`config.mk`:
```
export PLATFORM = sky130hd
export DESIGN_NAME = regime_watchdog
export DESIGN_NICKNAME = d
export VERILOG_FILES = /design/src/rtl/regime_watchdog.sv
export SDC_FILE = /design/constraint.sdc
export NUM_CORES = 1
export LEC_CHECK = 0
export ABC_CLOCK_PERIOD_IN_PS = 2500
export BUFFER_PORTS_ARGS = -buffer_cell sky130_fd_sc_hd__buf_2
export CAP_MARGIN = 20
export CORE_UTILIZATION = 40
export CTS_CLUSTER_SIZE = 24
export DETAILED_ROUTE_END_ITERATION = 16
export HOLD_SLACK_MARGIN = 0.06
export SLEW_MARGIN = 20
export SYNTH_ARGS = -nofsm -noshare
export SYNTH_HDL_FRONTEND = slang
export SYNTH_SLANG_ARGS = --single-unit
export TNS_END_PERCENT = 10
```
`constraint.sdc`:
```
create_clock -name clk -period 2.5 [get_ports clk]
set_input_delay 0.125 -clock clk [delete_from_list [all_inputs] [get_ports clk]]
set_output_delay 0.125 -clock clk [all_outputs]
set_load 0.05 [all_outputs]
```
`src/rtl/regime_watchdog.sv`:
```
// Watchdog that consumes eigenvalue-core results, debounces the damping regime and
// raises sticky oscillation, malformed/overrun-result and busy-timeout flags.
module regime_watchdog #(
    parameter int                 PERSIST   = 4,
    parameter int                 TIMEOUT   = 1024,
    parameter logic signed [31:0] KAPPA_LIM = 32'sh0001_0000,
    parameter int                 CNT_W     = 16
) (
    input  logic             clk,
    input  logic             rst_n,
    input  logic             ena,
    input  logic             core_busy,
    input  logic [2:0]       regime,
    input  logic [31:0]      kappa,
    input  logic [31:0]      inv_kappa,
    input  logic             clr_alarm,
    output logic [2:0]       stable_regime,
    output logic             regime_chg,
    output logic [31:0]      kappa_hold,
    output logic [31:0]      inv_kappa_hold,
    output logic             osc_alarm,
    output logic             fault,
    output logic             timeout,
    output logic [CNT_W-1:0] result_cnt
);

    typedef enum logic [1:0] {
        S_WAIT,
        S_EVAL,
        S_COMMIT
    } state_t;

    localparam logic [CNT_W-1:0] PERSIST_C = CNT_W'(PERSIST);
    localparam logic [CNT_W-1:0] TMO_LAST  = CNT_W'(TIMEOUT - 1);
    localparam logic [CNT_W-1:0] CNT_MAX   = {CNT_W{1'b1}};

    state_t             state_reg;
    logic               busy_q;
    logic [2:0]         cap_regime;
    logic [31:0]        cap_kappa;
    logic [31:0]        cap_inv_kappa;
    logic [2:0]         cand;
    logic [CNT_W-1:0]   run_cnt;
    logic [CNT_W-1:0]   tmo_cnt;

    logic               evt;
    logic               cap_onehot;
    logic               commit_chg;
    logic [2:0]         new_stable;
    logic               osc_set;
    logic               fault_set;
    logic               tmo_set;

    always_comb begin
        evt        = ena & busy_q & ~core_busy;
        cap_onehot = (cap_regime == 3'b001) || (cap_regime == 3'b010) || (cap_regime == 3'b100);
        commit_chg = (run_cnt >= PERSIST_C) && (cand != stable_regime);
        new_stable = commit_chg ? cand : stable_regime;
        // The alarm looks at the regime as it will be after this commit, not the old one.
        osc_set    = (state_reg == S_COMMIT) && (new_stable == 3'b001) &&
                     ($signed(cap_kappa) >= KAPPA_LIM);
        fault_set  = ((state_reg == S_EVAL) && !cap_onehot) ||
                     (evt && (state_reg != S_WAIT));
        tmo_set    = core_busy && (tmo_cnt == TMO_LAST);
    end

    always_ff @(posedge clk or negedge rst_n) begin
        if (!rst_n) begin
            state_reg      <= S_WAIT;
            busy_q         <= 1'b1;
            cap_regime     <= 3'b000;
            cap_kappa      <= 32'd0;
            cap_inv_kappa  <= 32'd0;
            cand           <= 3'b000;
            run_cnt        <= '0;
            tmo_cnt        <= '0;
            stable_regime  <= 3'b000;
            regime_chg     <= 1'b0;
            kappa_hold     <= 32'd0;
            inv_kappa_hold <= 32'd0;
            osc_alarm      <= 1'b0;
            fault          <= 1'b0;
            timeout        <= 1'b0;
            result_cnt     <= '0;
        end else begin
            regime_chg <= 1'b0;
            if (ena) begin
                busy_q <= core_busy;

                if (core_busy) begin
                    if (tmo_cnt != CNT_MAX)
                        tmo_cnt <= tmo_cnt + 1'b1;
                end else begin
                    tmo_cnt <= '0;
                end

                // Set has priority over a simultaneous clear.
                osc_alarm <= osc_set   | (osc_alarm & ~clr_alarm);
                fault     <= fault_set | (fault     & ~clr_alarm);
                timeout   <= tmo_set   | (timeout   & ~clr_alarm);

                case (state_reg)
                    S_WAIT: begin
                        if (evt) begin
                            cap_regime    <= regime;
                            cap_kappa     <= kappa;
                            cap_inv_kappa <= inv_kappa;
                            state_reg     <= S_EVAL;
                        end
                    end
                    S_EVAL: begin
                        if (!cap_onehot) begin
                            state_reg <= S_WAIT;
                        end else begin
                            if (cap_regime == cand) begin
                                if (run_cnt != CNT_MAX)
                                    run_cnt <= run_cnt + 1'b1;
                            end else begin
                                cand    <= cap_regime;
                                run_cnt <= {{(CNT_W-1){1'b0}}, 1'b1};
                            end
                            state_reg <= S_COMMIT;
                        end
                    end
                    S_COMMIT: begin
                        kappa_hold     <= cap_kappa;
                        inv_kappa_hold <= cap_inv_kappa;
                        result_cnt     <= result_cnt + 1'b1;
                        if (commit_chg) begin
                            stable_regime <= cand;
                            regime_chg    <= 1'b1;
                        end
                        state_reg <= S_WAIT;
                    end
                    default: state_reg <= S_WAIT;
                endcase
            end
        end
    end

endmodule
```
* Word-level counts from Yosys, hierarchy flattened
Cells that the tools add are included.
** Storage, ports and cells
- Flip-flop bits (word level) :: 192
** Operators by class
- $add $sub $neg :: 3
- $lt $le $gt $ge :: 2
- Equality and inequality tests :: 14
- Multiplexer cells :: 11
- Bitwise gates (word level) :: 11
- Reductions and logical operators :: 18
** Operators with widths (count)
- 16-bit two-way mux :: 4
- 16-bit by 1-bit adder with 16-bit output, second input constant :: 3
- 32-bit by 18-bit greater-or-equal comparator with 1-bit output, second input constant :: 1
- 16-bit inequality test, second input constant :: 2
- 16-bit by 10-bit == test with 1-bit output, second input constant :: 1
- 16-bit by 3-bit greater-or-equal comparator with 1-bit output, second input constant :: 1
- 4-bit AND reduction :: 2
- 3-bit by 1-bit == test with 1-bit output, second input constant :: 2
- 1-bit logical AND :: 6
- 2-bit AND reduction :: 3
- 1-bit bitwise AND :: 5
- 2-bit two-way mux :: 2
- 2-bit by 1-bit inequality test with 1-bit output, second input constant :: 2
- 2-bit one-hot mux with 2 select lines :: 1
- 3-bit by 2-bit == test with 1-bit output, second input constant :: 1
- 3-bit == test :: 1
- 3-bit == test, second input constant :: 1
- 1-bit logical OR :: 3
- 1-bit two-way mux :: 3
- 3-bit two-way mux :: 1
- 3-bit inequality test :: 1
- 1-bit NOT :: 3
- 1-bit OR :: 3
- 3-bit AND reduction :: 1
- other kinds (6) :: 6

* Logic depth before layout (Yosys ltp)
- Depth after elaboration :: 7
- Depth in mapped cells :: 7

* Worst setup path after synthesis
No wires, ideal clock.
- Path type :: reg2reg
- From :: reg tmo_cnt[0]
- To :: reg tmo_cnt[9]
- Library setup time :: 78 ps
- Arrival time :: 1918 ps
- Data required time :: 2422 ps
- Setup slack :: 504 ps
- Cell stages (with the launch flop) :: 8
- Path buffers :: 1
- Cells stage by stage :: dfrtp_1 -> ha_1 -> and2_1 -> and3_1 -> clkbuf_1 -> a21bo_2 -> or4_1 -> a21oi_1
** Between the ends
- Longest elaborated chain between the ends :: 3
** RTL lines
- from (decl) :: line 44 : logic [CNT_W-1:0] tmo_cnt;
- from (signal assigned) :: line 92 : tmo_cnt <= tmo_cnt + 1'b1;
- 16-bit by 1-bit adder with 16-bit output or 16-bit inequality test (tied branches) :: line 92, 91
- 16-bit two-way mux or 2-bit by 1-bit inequality test with 1-bit output (tied branches)
- 16-bit two-way mux or 2-bit AND reduction (tied branches)
Several ways; a longest one is shown, not always the timed one. The select of a mux whose other input is x is not followed.
A chain may end at the register's enable or synchronous reset.

* Worst setup path after layout
- From :: reg run_cnt[0]
- To :: reg run_cnt[8]
** Between the ends
- Longest elaborated chain between the ends :: 3
** RTL lines
- from (decl) :: line 43 : logic [CNT_W-1:0] run_cnt;
- from (signal assigned) :: line 117 : run_cnt <= run_cnt + 1'b1;
- from (signal assigned) :: line 120 : run_cnt <= {{(CNT_W-1){1'b0}}, 1'b1};
- 16-bit by 1-bit adder with 16-bit output or 16-bit inequality test (tied branches) :: line 117, 116
- 16-bit two-way mux or 2-bit by 1-bit inequality test with 1-bit output (tied branches)
- 16-bit two-way mux or 4-bit AND reduction (tied branches)
Several ways; a longest one is shown, not always the timed one. The select of a mux whose other input is x is not followed.

==> results.cfg <==
[floorplan]
initial_core_util_pct = 40.8
coreArea_mm2 = 0.0195
ioPinCount = 159
die_y_um = 143
fp-row-count = 51
die_area_mm2 = 0.0205
die_x_um = 143

[sta]
fmax_mhz = 432
finalCritPeriodShare_pct = 92.6
fin_crit_ns = 2.32
hold_viol = 0
setup_viol = 0
slew_headroom_pct = 65.6
fin_hold_ws_ns = 0.121
setup_tns_ns = 0
skew_ns = 0.00692
worst_pin_slew_ns = 0.503
slew_violations = 0
rsz0062_at_grt = false

[finish]
layout_common_cells = 224 x nand2_1, 191 x dfrtp_1, 157 x buf_2, 73 x mux2_2, 70 x dlygate4sd3_1
syn_to_final_growth_pct = 30.9
diodes = 0
seqCellArea_mm2 = 0.00481
final_nets = 1035
layout-drive-gt1-share_pct = 29.1
multi_input_area_mm2 = 0.00302
final_common_cell = nand2_1
fin_cells = 1237
fill_cells = 1759

[clocking]
numCtsBuffers = 17
clk_latency_ns = 0.43
postCtsSetupRepairBufs = 0
htreeDepth = 4
clock_sinks = 192
cts_buffer_depth = 2
cts_tree = yes
cts_resized = 0
cts-root-buf = clkbuf_16
clkTransAtPathRegs_ns = 0.07

[power_and_ir_drop]
peakVddDrop_mv = 0.624
p_leak_nw = 5.13
p_per_area_mw_per_mm2 = 1080

[route]
first_pass_iters = 4
vias_per_cell = 4.85
drt_iter0_drc = 321
drt_wl_total_mm = 18.2
via_count = 5995
post-route-drc-count = 0
wire_per_inst_um = 14.7
drtAntennaViolNets = 0

[min_path]
hold_path.class = in2reg

[run]
maxCapViolations = 0

[worst_setup_path]
cp_max_fo = 14
cp-endpoint = run_cnt[8]
cp.required_ns = 2.85
startpoint = run_cnt[0]
crit_type = reg2reg
reg2reg_depth = 7
cp-end-kind = register
cp-start-kind = register
worstReg2RegEnd = run_cnt[8]
r2r_slack_ns = 0.18
reg2reg_from = run_cnt[0]
cp.arrival_ns = 2.66

[placed_design]
dp_cells = 1135
gp_congestion = 0.829
portBuffers = 158
hpwl_mm = 12.0

[grt]
grt_pass1_vias = 5907
grt_overflow = 0
antenna_found_initial = 0
grt.busiest_layer = met2
grt_start_max_net_pins = 69
grt_pass1_wl_mm = 29.8
met1_usage_pct = 24.4
met3_usage_pct = 4.80
met2_usage_pct = 30.0
grt_use_total_pct = 18.7

[yosys]
synth_area_leaders = dfrtp_1 60%, nand2_1 11%, mux2_2 10%, xnor2_1 3.2%, nor2_1 1.2%
synth-seq-cells = 192
ys_seq_area_share_pct = 60.3
synthCells = 729
synth_edf_count = 0
synth_top_area_share_pct = 60.0
yosysWarnings = 0
syn_area_mm2 = 0.00797
syn-num-nets = 805
synthArstFlopShare_pct = 100
avgSynthCellArea_um2 = 10.9
synth_top_cell_by_area = dfrtp_1
post_synth_num_cell_types = 46
ys.flop_type = dfrtp_1

[run_status]
status = completed
-- area by class of cell --
cell class / count / share of cell area (%)
clock buffer: 18 / 4.12
clock inverter: 14 / 1.66
timing repair buffer: 241 / 15.7
tap: 265 / 3.18
inverter: 8 / 0.288
sequential: 192 / 46.1
multi-input combinational: 499 / 29.0
-- layer usage --
layer / vias up / routed length [um] / part of all wire, %
met1: 2910 / 8270 / 45
met4: 0 / 329 / 1.8
li1: 2925 / - / -
met3: 24 / 898 / 4.9
met5: - / 0 / 0
met2: 136 / 8680 / 48
-- cell families (layout without fill, tap and decap cells) --
kind of cell             after synthesis  after routing  synth area share [%]
buffers and inverters                 38            281                  1.99
AND/OR/NAND/NOR                      332            332                  18.4
flip-flops                           192            192                  60.3
AO/OA/AOI/OAI                         54             54                  4.33
adder cells (fa/ha/maj)                4              4                 0.628
XOR/XNOR                              35             35                  3.85
multiplexers                          74             74                  10.4
-- critical path: stages (launching register included) --
cell	delay (ns)
dfrtp_1	0.46
ha_1	0.31
nand3_1	0.12
nor4_1	0.05
buf_4	0.15
a211o_1	0.44
or4_1	0.55
a21oi_1	0.16
-- power by group --
| group | switching [mW] | internal (mW) | total, mW |
|---|---|---|---|
| Clock | 1.25 | 1.51 | 2.76 |
| Sequential | 0.600 | 4.05 | 4.65 |
| Combinational | 2.75 | 1.13 | 3.88 |
| Total | 4.60 | 6.69 | 11.3 |
-- Yosys cell counts, types with 6 or more instances --
cell type and n:
nand2_1 224, dfrtp_1 191, nor2_1 25, and3_1 7
nor4_1 9, o21ai_0 13, nand4_1 13, mux2_2 73
xnor2_1 29, inv_1 8, xor2_1 6, a21oi_1 17
or4_1 8, clkbuf_1 18, o31ai_1 8, buf_1 9
nand3_1 18
-- per-stage QoR --
stage | power, mW | area [um^2] | setup slack (ns) | utilization [%]
finish | 11.3 | 10400 | 0.184 | 53.4
floorplan | 7.44 | 7970 | 0.504 | -
CTS | 11.4 | 10400 | 0.172 | 53.4
detailed placement | 8.52 | 9130 | 0.190 | 46.7
global placement | 8.45 | 9130 | 0.279 | 46.7
global route | 11.9 | 10400 | 0.0413 | 53.4
-- worst min path at each step --
stage | startpoint | cells after the start | endpoint | slack, ns
global placement | rst_n | 1 | result_cnt[14] | 0.04
floorplan | rst_n | 0 | cand[0] | -0.17
CTS | ena | 3 | tmo_cnt[2] | 0.10
detailed placement | rst_n | 1 | inv_kappa_hold[7] | 0.05
global route | ena | 3 | tmo_cnt[2] | 0.12
finish | ena | 3 | tmo_cnt[2] | 0.12
-- timing repair --
item | 4_1_cts | 5_1_grt
endpoints found under the setup margin | 0 | 0
hold buffers | 70 | 0
hold endpoints to repair | 222 | 0
Power figures use the tool's default switching activity.
